**config.mk**
```make
export PLATFORM = sky130hd
export DESIGN_NAME = traffic_phase_sequencer
export DESIGN_NICKNAME = d
export VERILOG_FILES = /design/src/rtl/traffic_pkg.sv /design/src/rtl/traffic_phase_sequencer_timer.sv /design/src/rtl/traffic_phase_sequencer.sv
export SDC_FILE = /design/constraint.sdc
export NUM_CORES = 1
export LEC_CHECK = 0
export ABC_AREA = 1
export ABC_CLOCK_PERIOD_IN_PS = 2600
export CELL_PAD_IN_SITES_DETAIL_PLACEMENT = 0
export CELL_PAD_IN_SITES_GLOBAL_PLACEMENT = 1
export CORE_MARGIN = 2
export CORE_UTILIZATION = 35
export CTS_BUF_LIST = sky130_fd_sc_hd__clkbuf_8 sky130_fd_sc_hd__clkbuf_16
export DETAILED_ROUTE_END_ITERATION = 7
export HOLD_SLACK_MARGIN = 0.05
export PLACE_DENSITY = 0.77
export SYNTH_ARGS = -nofsm -noshare
export SYNTH_HDL_FRONTEND = slang
export SYNTH_HIERARCHICAL = 1
export SYNTH_SLANG_ARGS = --single-unit
```
**constraint.sdc**
```tcl
create_clock -name clk -period 2.6 [get_ports clk]
set_input_delay 0.26 -clock clk [delete_from_list [all_inputs] [get_ports clk]]
set_output_delay 0.26 -clock clk [all_outputs]
set_load 0.05 [all_outputs]
```
**src/rtl/traffic_pkg.sv**
```systemverilog
// Shared phase codes, lamp encodings and phase helpers for the traffic light path.
package traffic_pkg;

  localparam logic [2:0] NS_GREEN  = 3'd0;
  localparam logic [2:0] NS_YELLOW = 3'd1;
  localparam logic [2:0] RED_TO_EW = 3'd2;
  localparam logic [2:0] EW_GREEN  = 3'd3;
  localparam logic [2:0] EW_YELLOW = 3'd4;
  localparam logic [2:0] RED_TO_NS = 3'd5;

  localparam logic [2:0] LAMP_RED = 3'b100;
  localparam logic [2:0] LAMP_YEL = 3'b010;
  localparam logic [2:0] LAMP_GRN = 3'b001;

  typedef enum logic [2:0] {
    S_NS_GREEN  = NS_GREEN,
    S_NS_YELLOW = NS_YELLOW,
    S_RED_TO_EW = RED_TO_EW,
    S_EW_GREEN  = EW_GREEN,
    S_EW_YELLOW = EW_YELLOW,
    S_RED_TO_NS = RED_TO_NS
  } phase_e;

  // Returns {ns_lamp, ew_lamp}; anything unrecognised shows all-red.
  function automatic logic [5:0] lamps_for(input logic [2:0] ph);
    case (ph)
      NS_GREEN:  return {LAMP_GRN, LAMP_RED};
      NS_YELLOW: return {LAMP_YEL, LAMP_RED};
      EW_GREEN:  return {LAMP_RED, LAMP_GRN};
      EW_YELLOW: return {LAMP_RED, LAMP_YEL};
      default:   return {LAMP_RED, LAMP_RED};
    endcase
  endfunction

  function automatic logic is_transit(input logic [2:0] ph);
    return (ph == NS_YELLOW) || (ph == RED_TO_EW) ||
           (ph == EW_YELLOW) || (ph == RED_TO_NS);
  endfunction

endpackage

```
**src/rtl/traffic_phase_sequencer_timer.sv**
```systemverilog
// Per-phase cycle counter: cleared on phase entry, saturates at the phase limit.
module phase_timer #(
  parameter int CNT_W = 8
) (
  input  logic             clk,
  input  logic             reset,
  input  logic             clear,
  input  logic [CNT_W-1:0] limit,
  output logic             done
);

  logic [CNT_W-1:0] cnt;

  always_ff @(posedge clk) begin
    if (reset || clear) begin
      cnt <= '0;
    end else if (cnt < limit) begin
      cnt <= cnt + 1'b1;
    end
  end

  assign done = (cnt >= limit);

endmodule

```
**src/rtl/traffic_phase_sequencer.sv**
```systemverilog
// Turns complementary NS/EW light requests into a timed green/yellow/all-red lamp sequence.
module traffic_phase_sequencer
  import traffic_pkg::*;
#(
  parameter int MIN_GREEN = 16,
  parameter int YELLOW    = 4,
  parameter int ALL_RED   = 2,
  parameter int CNT_W     = 8
) (
  input  logic       clk,
  input  logic       reset,
  input  logic       ns_req,
  input  logic       ew_req,
  output logic [2:0] ns_lamp,
  output logic [2:0] ew_lamp,
  output logic [2:0] phase,
  output logic       busy
);

  localparam logic [CNT_W-1:0] GREEN_LIM = CNT_W'(MIN_GREEN - 1);
  localparam logic [CNT_W-1:0] YEL_LIM   = CNT_W'(YELLOW - 1);
  localparam logic [CNT_W-1:0] RED_LIM   = CNT_W'(ALL_RED - 1);

  phase_e           state;
  phase_e           next_state;
  logic [CNT_W-1:0] limit;
  logic             done;
  logic             advance;

  phase_timer #(.CNT_W(CNT_W)) u_timer (
    .clk   (clk),
    .reset (reset),
    .clear (advance),
    .limit (limit),
    .done  (done)
  );

  // Equal requests (00 or 11) never count as a request for the other direction.
  always_comb begin
    limit      = GREEN_LIM;
    advance    = 1'b0;
    next_state = S_NS_GREEN;
    case (state)
      S_NS_GREEN: begin
        advance    = done && ew_req && !ns_req;
        next_state = S_NS_YELLOW;
      end
      S_NS_YELLOW: begin
        limit      = YEL_LIM;
        advance    = done;
        next_state = S_RED_TO_EW;
      end
      S_RED_TO_EW: begin
        limit      = RED_LIM;
        advance    = done;
        next_state = S_EW_GREEN;
      end
      S_EW_GREEN: begin
        advance    = done && ns_req && !ew_req;
        next_state = S_EW_YELLOW;
      end
      S_EW_YELLOW: begin
        limit      = YEL_LIM;
        advance    = done;
        next_state = S_RED_TO_NS;
      end
      S_RED_TO_NS: begin
        limit      = RED_LIM;
        advance    = done;
        next_state = S_NS_GREEN;
      end
      default: begin
        advance    = 1'b1;
        next_state = S_NS_GREEN;
      end
    endcase
    if (!advance) begin
      next_state = state;
    end
  end

  // Lamps and busy are decoded from the next state so they change on the same edge as phase.
  always_ff @(posedge clk) begin
    if (reset) begin
      state   <= S_NS_GREEN;
      phase   <= NS_GREEN;
      ns_lamp <= LAMP_GRN;
      ew_lamp <= LAMP_RED;
      busy    <= 1'b0;
    end else begin
      state              <= next_state;
      phase              <= next_state;
      {ns_lamp, ew_lamp} <= lamps_for(next_state);
      busy               <= is_transit(next_state);
    end
  end

endmodule

```
==> metrics.csv <==
metric;value;unit
holdPathEnd;u_timer/cnt[7]$_SDFFE_PP0N_;
cp.required;2.75;ns
crit_fanout;6;
hold_depth;2;
crit_top_cell;nand2_2;
final_cell_mix;nand2_1, inv_1, nor2_1;
design_area;1505;um^2
crit_family;simple AND/OR/NAND/NOR gates;
tightest_slew;0.5147;ns
powerDensity;362.6;nW/um^2
hold_path.startpoint;u_timer/cnt[7]$_SDFFE_PP0N_;
grt_pass1_wl;4.057;mm
buffer_ports.inserted;13;
num_antenna_cells;0;
ctsHoldBuffers;0;
critPathKind;reg2reg;
max_stage_delay;0.38;ns
synthTopCellsByArea;dfxtp_1, nand2_1, ha_1;
postLayoutCoreUtil;0.4851;
antenna_found_initial;0;
fmax;418.1;MHz
row_count;20;
cts.sinks;18;
die_width;61.51;um
fin_skew;0.005067;ns
grt_max_degree;17;
min_path_type;reg2reg;
routed_wl;2.261;mm
dr.pass1.iters;4;
gp_congestion;0.7775;
drive_gt1_frac;0.2287;
initial_core_util;0.3730;
cap_viol_max_count;0;
setup_viol;0;
io_pins;14;
reg2reg_depth;17;
clk-insertion-delay-late;0.25;ns
synth_area;1157;um^2
die_y;61.51;um
p_leak;0.7730;nW
worstSetupEndpointType;flop;
nets;202;
path_clk_slew;0.07;ns
fin_setup_tns;0;ns
fp.coreArea;3103;um^2
crit_chain;inv_1, nand2_2, nand3_2, nand2_2, inv_1, ha_4, nand2_1, inv_2, nand4_1, nand3_4, nand4_1, nand3_4, nand2_2, nand2_4, buf_12, nor2_4, and3_1;
clockBufferDepth;2;
synthAdderAreaFrac;0.09730;
cts_root_buffer;clkbuf_8;
finalWorstPathRequiredPeriod;2.392;ns
grt.overflow.total;0;
cp.buffers_inverters;4;
grt_pass1_vias;955;
finalCritPeriodShare;0.9198;
avgSynthCellArea;6.972;um^2
antenna_left;0;
timing_hold_violations_final;0;
mostFrequentLayoutCell;nand2_1;
cpMaxStageDelayCell;dfxtp_4;
yosys_warnings;6;
synth_top_cell_by_area;dfxtp_1;
seq_area_frac_synth;0.3114;
post_drt_wl_per_cell;9.746;um
drt_iter0_drc;18;
synth-seq-cells;18;
holdWs;0.5384;ns
synth_top_area_frac;0.3114;
synthMuxAreaShare;0;
postPlaceCellArea;1361;um^2
route.detailed.drc;0;
synth-xor-area-share;0;
cts_tree;built;
cts_made_buffers;3;
r2r_slack;0.21;ns
synthCells;166;
grt_usage;0.1405;
worst_setup_path_start_kind;flop;
r2r-end;ns_lamp[1]$_SDFF_PP0_;
htreeDepth;1;
synthDistinctLibCells;20;
fillers;330;
fp.dieArea;3783;um^2
vias;1025;
syn_to_final_growth;30.05;%
slew_viol_final;0;
synth_compound_area_frac;0.05189;
max_slew_margin;0.6558;
crit_arrival;2.54;ns
synth-simple-area-share;0.4357;
outcome;completed;
rsz0062_at_grt;no;
via_per_inst;4.418;
synth_top_family_by_area;simple AND/OR/NAND/NOR gates;
dpl.hpwl;1.806;mm
ir_worst_vdd;0.3734;mV
r2r_start;state[1]$_SDFF_PP0_;
-- how the worst max path moves through the flow --
stage / start / to / depth (start not counted)
after floorplan: state[2]$_SDFF_PP0_ / ew_lamp[2]$_SDFF_PP1_ / 17
after global placement: state[1]$_SDFF_PP0_ / ew_lamp[2]$_SDFF_PP1_ / 18
after detailed placement: state[1]$_SDFF_PP0_ / u_timer/cnt[1]$_SDFFE_PP0N_ / 17
after CTS: state[1]$_SDFF_PP0_ / u_timer/cnt[2]$_SDFFE_PP0N_ / 17
after global routing: state[1]$_SDFF_PP0_ / ew_lamp[2]$_SDFF_PP1_ / 17
final: state[1]$_SDFF_PP0_ / ns_lamp[1]$_SDFF_PP0_ / 17
-- power by group --
| part | internal, mW | total [mW] | switching [mW] |
|---|---|---|---|
| Combinational | 0.0171 | 0.0393 | 0.0223 |
| Sequential | 0.278 | 0.283 | 0.00542 |
| Clock | 0.134 | 0.223 | 0.0891 |
| Total | 0.429 | 0.546 | 0.117 |
-- area by class of cell --
type | count | area (um^2) | share of cell area
multi-input cells | 123 | 759.5 | 0.5046
flip-flops and latches | 18 | 369.1 | 0.2452
repair buffers | 16 | 165.2 | 0.1097
inverters | 27 | 101.3 | 0.06733
clock buffers | 4 | 55.05 | 0.03658
well taps | 44 | 55.05 | 0.03658
-- per-layer routing --
layer | global-route usage | share of wire
met1 | 0.1713 | 0.46
met2 | 0.2481 | 0.50
met3 | 0.03151 | 0.042
met4 | 0.03647 | 0.0044
met5 | 0 | 0
-- sequential cells by signal, summed over array words and instances, names as in the netlist --
signal	count
u_timer/cnt	8
ew_lamp	3
ns_lamp	3
state	3
busy	1
-- tightest hold or removal path, cell delays in order (launching register included) --
cell and delay (ns):
dfxtp_1 0.33, a21oi_1 0.12, nor2_1 0.05
-- per-stage QoR --
step                setup WS (ns)  cells  power, mW
finish                     0.2085    232     0.5458
global placement           0.2233    226     0.3264
CTS                        0.1094    230     0.5540
global route            0.0009317    232     0.5755
detailed placement         0.1302    226     0.3279
floorplan                 0.05483    169     0.3148
-- logic make-up (layout without fill, tap and decap cells) --
kind of cell | after synthesis | in the layout
buffers and inverters | 28 | 47
AND/OR/NAND/NOR | 97 | 97
AO/OA/AOI/OAI | 12 | 12
other | 2 | 5
flip-flops | 18 | 18
adder cells (fa/ha/maj) | 9 | 9
-- synthesized netlist by cell type, drive strengths merged --
cell	n
a21oi	10
and3	1
buf	1
conb	2
dfxtp	18
ha	9
inv	27
nand2	45
nand3	16
nand3b	2
nand4	5
nor2	27
nor3	1
o21ai	2
-- what timing repair did --
| item | in CTS | in global routing |
|---|---|---|
| setup buffers | 0 | 2 |
| setup endpoints to repair | 0 | 16 |
| gates resized for setup | 0 | 12 |
Power figures use the tool's default switching activity.
